===== src/rtl/instr_fetch.sv =====
// instr_fetch: PC register, fetch and next-PC select for the single-cycle core.
// Ports:
//   clk, rst_n                 clock, async active-low reset
//   start                      begin a run from START_PC (IDLE/HALT only)
//   branch                     qualified Branch from Control
//   imem_addr/imem_data        combinational instruction memory
//   instr/opcode               fetched word (NOP unless RUN) and its opcode
//   running/done               registered RUN / HALT decodes
//   pc, cycle_count            program counter, RUN cycles of the run
//   lut_we/lut_waddr/lut_wdata branch-target LUT write port
module instr_fetch #(
    parameter int                  PC_W       = 10,
    parameter int                  INSTR_W    = 9,
    parameter int                  LUT_AW     = 4,
    parameter logic [PC_W-1:0]     START_PC   = '0,
    parameter logic [INSTR_W-1:0]  HALT_INSTR = 9'h1FF,
    parameter int                  CNT_W      = 16
) (
    input  logic               clk,
    input  logic               rst_n,
    input  logic               start,
    input  logic               branch,
    output logic [PC_W-1:0]    imem_addr,
    input  logic [INSTR_W-1:0] imem_data,
    output logic [INSTR_W-1:0] instr,
    output logic [3:0]         opcode,
    output logic               running,
    output logic               done,
    output logic [PC_W-1:0]    pc,
    output logic [CNT_W-1:0]   cycle_count,
    input  logic               lut_we,
    input  logic [LUT_AW-1:0]  lut_waddr,
    input  logic [PC_W-1:0]    lut_wdata
);

    localparam int LUT_N = 1 << LUT_AW;
    localparam logic [INSTR_W-1:0] NOP =
        {4'b1111, {(INSTR_W-4){1'b0}}};

    typedef enum logic [1:0] {
        IDLE,
        RUN,
        HALT
    } state_t;

    state_t             state;
    state_t             state_nxt;
    logic [PC_W-1:0]    pc_nxt;
    logic [CNT_W-1:0]   cnt_nxt;
    logic [PC_W-1:0]    lut [LUT_N];
    logic               is_halt;
    logic [LUT_AW-1:0]  lut_ridx;

    assign is_halt   = (imem_data == HALT_INSTR);
    assign lut_ridx  = imem_data[LUT_AW-1:0];
    assign imem_addr = pc;
    assign instr     = (state == RUN) ? imem_data : NOP;
    assign opcode    = instr[INSTR_W-1 -: 4];

    always_comb begin
        state_nxt = state;
        pc_nxt    = pc;
        cnt_nxt   = cycle_count;
        unique case (state)
            IDLE, HALT: begin
                if (start) begin
                    state_nxt = RUN;
                    pc_nxt    = START_PC;
                    cnt_nxt   = '0;
                end
            end
            RUN: begin
                // halt-detect cycle still counts as a RUN cycle
                if (cycle_count != '1)
                    cnt_nxt = cycle_count + 1'b1;
                if (is_halt)
                    state_nxt = HALT;
                else if (branch)
                    pc_nxt = lut[lut_ridx];
                else
                    pc_nxt = pc + 1'b1;
            end
            default: begin
                state_nxt = IDLE;
            end
        endcase
    end

    always_ff @(posedge clk or negedge rst_n) begin
        if (!rst_n) begin
            state       <= IDLE;
            pc          <= '0;
            cycle_count <= '0;
            running     <= 1'b0;
            done        <= 1'b0;
        end else begin
            state       <= state_nxt;
            pc          <= pc_nxt;
            cycle_count <= cnt_nxt;
            running     <= (state_nxt == RUN);
            done        <= (state_nxt == HALT);
        end
    end

    // branch read above sees the pre-write value on a same-edge write
    always_ff @(posedge clk or negedge rst_n) begin
        if (!rst_n) begin
            for (int i = 0; i < LUT_N; i++)
                lut[i] <= '0;
        end else if (lut_we) begin
            lut[lut_waddr] <= lut_wdata;
        end
    end

endmodule


===== config.mk =====
export PLATFORM = sky130hd
export DESIGN_NAME = instr_fetch
export DESIGN_NICKNAME = d
export VERILOG_FILES = /design/src/rtl/instr_fetch.sv
export SDC_FILE = /design/constraint.sdc
export NUM_CORES = 1
export LEC_CHECK = 0
export CORE_UTILIZATION = 53
export DETAILED_ROUTE_END_ITERATION = 12
export PLACE_DENSITY = 0.84
export SLEW_MARGIN = 0
export SYNTH_ARGS = -nofsm -noshare
export SYNTH_HDL_FRONTEND = slang
export SYNTH_SLANG_ARGS = --single-unit

===== constraint.sdc =====
create_clock -name clk -period 1.8 [get_ports clk]
set_clock_uncertainty 0.15 [all_clocks]
set_input_delay 0.18 -clock clk [delete_from_list [all_inputs] [get_ports clk]]
set_output_delay 0.18 -clock clk [all_outputs]
set_load 0.05 [all_outputs]

# [Yosys cells after proc, flatten, opt, wreduce, memory -nomap -nowiden]
# Index checks and enable logic that the tools add are counted.
[totals] ff_bits=190 latchBits=0 ram_bits=0 rom_bits=0 in_bits=28 out_inout_bits=51 word_cells=60 memories=0
[op_classes] addsub=2 n_mul=0 n_div=0 magnitude_cmp=3 n_eq_ne=9 n_shift=0 n_mux=17 bitwise=2 reduce_logical=6
[ops] cell="160-bit bitwise mux" count=1
[ops] cell="10-bit two-way mux" count=6
[ops] cell="10-bit binary-select mux with 4-bit select" count=1
[ops] cell="10-bit demux with 4-bit select" count=1
[ops] cell="16-bit two-way mux" count=2
[ops] cell="16-bit one-hot mux with 2 select lines" count=1
[ops] cell="10-bit one-hot mux with 2 select lines" count=1
[ops] cell="16-bit by 1-bit adder with 16-bit output, second input constant" count=1
[ops] cell="16-bit inequality test, second input constant" count=1
[ops] cell="10-bit by 1-bit adder with 10-bit output, second input constant" count=1
[ops] cell="5-bit greater-or-equal comparator, second input constant" count=2
[ops] cell="4-bit NOT with 5-bit output" count=2
[ops] cell="9-bit == test, second input constant" count=1
[ops] cell="9-bit two-way mux" count=1
[ops] cell="3-bit AND reduction" count=2
[ops] cell="5-bit by 1-bit < comparator with 1-bit output, second input constant" count=1
[ops] cell="2-bit by 1-bit == test with 1-bit output, second input constant" count=2
[ops] cell="2-bit == test, second input constant" count=2
[ops] cell="2-bit two-way mux" count=2
[ops] cell="2-bit inequality test, second input constant" count=2
[ops] cell="2-bit one-hot mux with 2 select lines" count=1
[ops] cell="2-bit logical NOT" count=1
[ops] cell="2-bit by 1-bit inequality test with 1-bit output, second input constant" count=1
[ops] cell="2-bit nonzero test" count=1
[ops] cell="2 further kinds" count=2

# [Longest topological paths before layout]
[depth] word_depth=7 depth_mapped=8 ltp_nobuf=6

# [Least setup slack after synthesis]
# Ideal clock, no wire load.
[synth_path] path_kind="flip-flop to flip-flop" startpoint="register cycle_count[0]" endpoint="register cycle_count[7]" setup_ns=0.132 t_arrival_ns=1.967 t_required_ns=1.518 path_slack_ns=-0.449 stages_incl_launch_ff=8 path_buffers=1 synth_period_minus_slack_ns=2.249 cell_sequence="dfrtp_1 -> ha_1 -> and3_1 -> and4_1 -> buf_2 -> a211oi_1 -> xnor2_1 -> nor2_1"
[synth_between] elab_chain_cells=3 elab_cells_between_ends=6 classes_between="1 x add/sub; 2 x eq/ne; 2 x mux; 1 x reduce/logical"
[synth_rtl] element="start: declaration" line="30" rtl="output logic [CNT_W-1:0] cycle_count,"
[synth_rtl] element="start signal: assignment" line="99" rtl="cycle_count <= cnt_nxt;"
[synth_rtl] element="16-bit by 1-bit adder with 16-bit output or 16-bit inequality test (tied branches)" line="75, 74"
[synth_rtl] element="16-bit two-way mux or 2-bit by 1-bit inequality test with 1-bit output (tied branches)"
[synth_rtl] element="16-bit one-hot mux with 2 select lines or 3-bit AND reduction (tied branches)"
# Parallel ways exist; a longest one is shown, timed or not. The select of a mux whose other input is x is not followed.
# A chain may end at the register's enable or synchronous reset.

# [Worst setup path after layout]
[layout_path] startpoint="register cycle_count[0]" endpoint="register cycle_count[10]"
# The elaborated chain is that of the path after synthesis.

==> metrics.md <==
| Metric | Value |
|---|---|
| Post-Place Cells | `1030` |
| Synth-to-layout area growth | `27.22%` |
| Worst R2R Setup Slack | `-160 ps` |
| Worst path required time | `1950 ps` |
| Final setup violation count | `24` |
| IO Count | `79` |
| Status | `finished, violations left` |
| Initial Util | `55.08%` |
| Port Buffers | `78` |
| First-pass GRT wire length | `38.91 mm` |
| Post-synth top area cell | `dfrtp_1` |
| Die width | `134.2 um` |
| Post-Layout Cell Count | `1077` |
| Height of the die | `134.2 um` |
| Ant. Diodes | `0` |
| Register-to-Register Path Depth | `7` |
| Initial antenna violation count | `0` |
| DRT Pass-1 Iters | `5` |
| Largest net degree at the start of global routing | `52` |
| Synthesized flop and latch total | `190` |
| TritonCTS Buffers | `17` |
| Ys flop type | `dfrtp_1` |
| Critical Path Start Type | `flip-flop` |
| Fraction of layout cells with a size suffix above 1 | `52.63%` |
| DP HPWL | `16.51 mm` |
| Final ANT Viol Nets | `0` |
| Vias in the first global route | `7002` |
| Average size of a mapped cell | `13.31 um2` |
| Slew @ Worst Pin | `621.9 ps` |
| Total grt overflow | `0` |
| Ys async rst share | `100.0%` |
| Core area | `16820 um2` |
| Maxcap violations | `0` |
| Final worst path period need | `1958 ps` |
| Post-Syn Area | `9264 um2` |
| Sink Count | `190` |
| Post-synth EDFFs | `0` |
| Critical R2R Launch | `cycle_count[0]` |
| CP max FO | `3` |
| Pwr dens | `1276 nW/um2` |
| Peak supply drop | `1.131 mV` |
| CTS Root Cell | `clkbuf_16` |
| Top-area cell type share of the netlist area | `51.32%` |
| RR Endpoint | `cycle_count[10]` |
| Drt via density | `6.113` |
| Setup ws final | `-158.3 ps` |
| Finished Core Util | `70.07%` |
| RSZ-0062 raised after global routing | `true` |
| Slew HR | `58.41%` |
| Top post-synthesis cells by count | `dfrtp_1, mux2_2, nand2_1` |
| Total GRT Usage | `28.83%` |
| # nets final | `874` |
| Htree depth | `4` |
| Fmax | `510.6 MHz` |
| Failing checks | `setup timing` |
| RD Place Congestion | `0.8266` |
| Vias | `6584` |
| Clk buf depth | `2` |
| Final hold viol count | `0` |
| Crit share post-route | `108.8%` |
| Top-count cell post-synth | `dfrtp_1` |
| Reg clk slew, reported paths | `70 ps` |
| Starting DRT DRC Count | `444` |
| Worst hold path type | `in2async` |
| Clock insertion delay at the later pin of the skew report | `440 ps` |
| Top post-synthesis cells by area | `dfrtp_1, mux2_2, mux4_2, mux2i_1, buf_4` |
| Kind of critical path | `reg2reg` |
| Syn_nets | `726` |
| TritonCTS clock tree | `done` |
| Die area | `18010 um2` |
| Routed WL per cell | `22.42 um` |
| Synth Warn # | `0` |
| Leakage dissipation | `5.121 nW` |
| Cell variety after synth | `56` |
| DRC | `0` |
| Rows | `47` |
| Routed wire length | `24.14 mm` |
| Cell count after synthesis | `696` |
| CP endpoint kind | `flip-flop` |
| Critical Path AT | `2110 ps` |
| Sequential share of the synthesized area | `51.32%` |
| Final max-slew violation count | `0` |
-- per-layer routing --
metal | GRT usage (%) | routed length (um) | up-vias
met3 | 4.573 | 1434 | 41
met1 | 36.73 | 9653 | 3439
met4 | 9.988 | 499 | 0
met2 | 50.09 | 12560 | 264
li1 | - | - | 2840
met5 | 0 | 0 | -
-- report_power, final --
part / internal, mW / switching, mW / leakage, nW
Clock: 2.41 / 1.64 / 0.310
Sequential: 5.31 / 0.670 / 2.32
Combinational: 2.27 / 2.74 / 2.49
Total: 9.99 / 5.05 / 5.12
-- worst max-delay path, cell delays in order (launching register included) --
cell and delay [ps]:
dfrtp_2 430, ha_4 170, and3_4 190, nand4_1 170, o211ai_2 120, buf_4 160, o31ai_1 300, a21oi_1 140
-- flip-flops by register name, summed over array words and instances, names as in the netlist --
signal / cells
cycle_count: 16
done: 1
imem_addr: 10
lut: 160
running: 1
state: 2
-- final cells by class --
type / instances / area (um2)
inverters: 2 / 7.507
flip-flops and latches: 190 / 4777
repair buffers: 184 / 1760
well taps: 220 / 275.3
multi-input cells: 449 / 4327
clock buffers: 19 / 452.9
clock inverters: 13 / 185.2
fillers: 1091 / 5034
-- cells by family after synthesis --
group | count (synthesis) | synth area share, %
XOR/XNOR | 18 | 1.702
AND/OR/NAND/NOR | 147 | 8.833
buffers and inverters | 57 | 3.701
multiplexers | 221 | 29.61
AO/OA/AOI/OAI | 61 | 4.565
flip-flops | 190 | 51.32
adder cells (fa/ha/maj) | 2 | 0.2701
-- worst max-delay path by stage --
stage	to	from	slack, ps
after floorplan	opcode[0]	state[1]	-130
after detailed placement	imem_addr[6]	imem_data[2]	-450
after global placement	imem_addr[6]	imem_data[2]	-360
after global routing	cycle_count[10]	cycle_count[0]	-230
after CTS	instr[3]	state[0]	-130
final	cycle_count[10]	cycle_count[0]	-160
-- what timing repair did --
| item | CTS | global route |
|---|---|---|
| hold endpoints to repair | 190 | 0 |
| gates resized for setup | 17 | 15 |
| pin swaps | 5 | 11 |
| setup endpoints to repair | 37 | 37 |
| buffers inserted | 6 | 8 |
| hold buffers | 1 | 0 |
-- stage by stage --
| stage | setup WS (ps) | total power, mW | TNS [ps] | instance area, um2 | hold slack (ps) |
|---|---|---|---|---|---|
| finish | -158.3 | 15.04 | -1670 | 11790 | 127.1 |
| global route | -234.9 | 15.69 | -3197 | 11790 | 148.2 |
| CTS | -134.1 | 14.95 | -1346 | 11670 | 128.2 |
| detailed placement | -447.8 | 10.79 | -32350 | 10930 | 4.243 |
| global placement | -360.9 | 10.49 | -16900 | 10930 | -7.154 |
| floorplan | -128.3 | 9.164 | -1594 | 9361 | -265.6 |
-- cells in the final DEF (no fill, tap or decap), types with 5 or more instances in the layout --
cell type,synthesis,layout
buf_12,0,24
mux4_2,25,25
a22oi_1,5,5
nand4_1,7,7
nand2b_1,11,10
mux2i_1,22,20
xor2_1,6,6
mux2_2,171,170
o21ai_1,5,6
buf_4,19,126
nor2_2,10,10
clkbuf_16,0,17
nand2_1,34,32
nor2_1,19,19
o22ai_1,7,7
clkdlybuf4s50_1,0,24
o21ai_0,11,9
and2_4,0,5
nand3_1,24,22
buf_6,6,5
xnor2_1,12,12
dfrtp_2,0,18
dfrtp_1,190,172
Power figures use the tool's default switching activity.
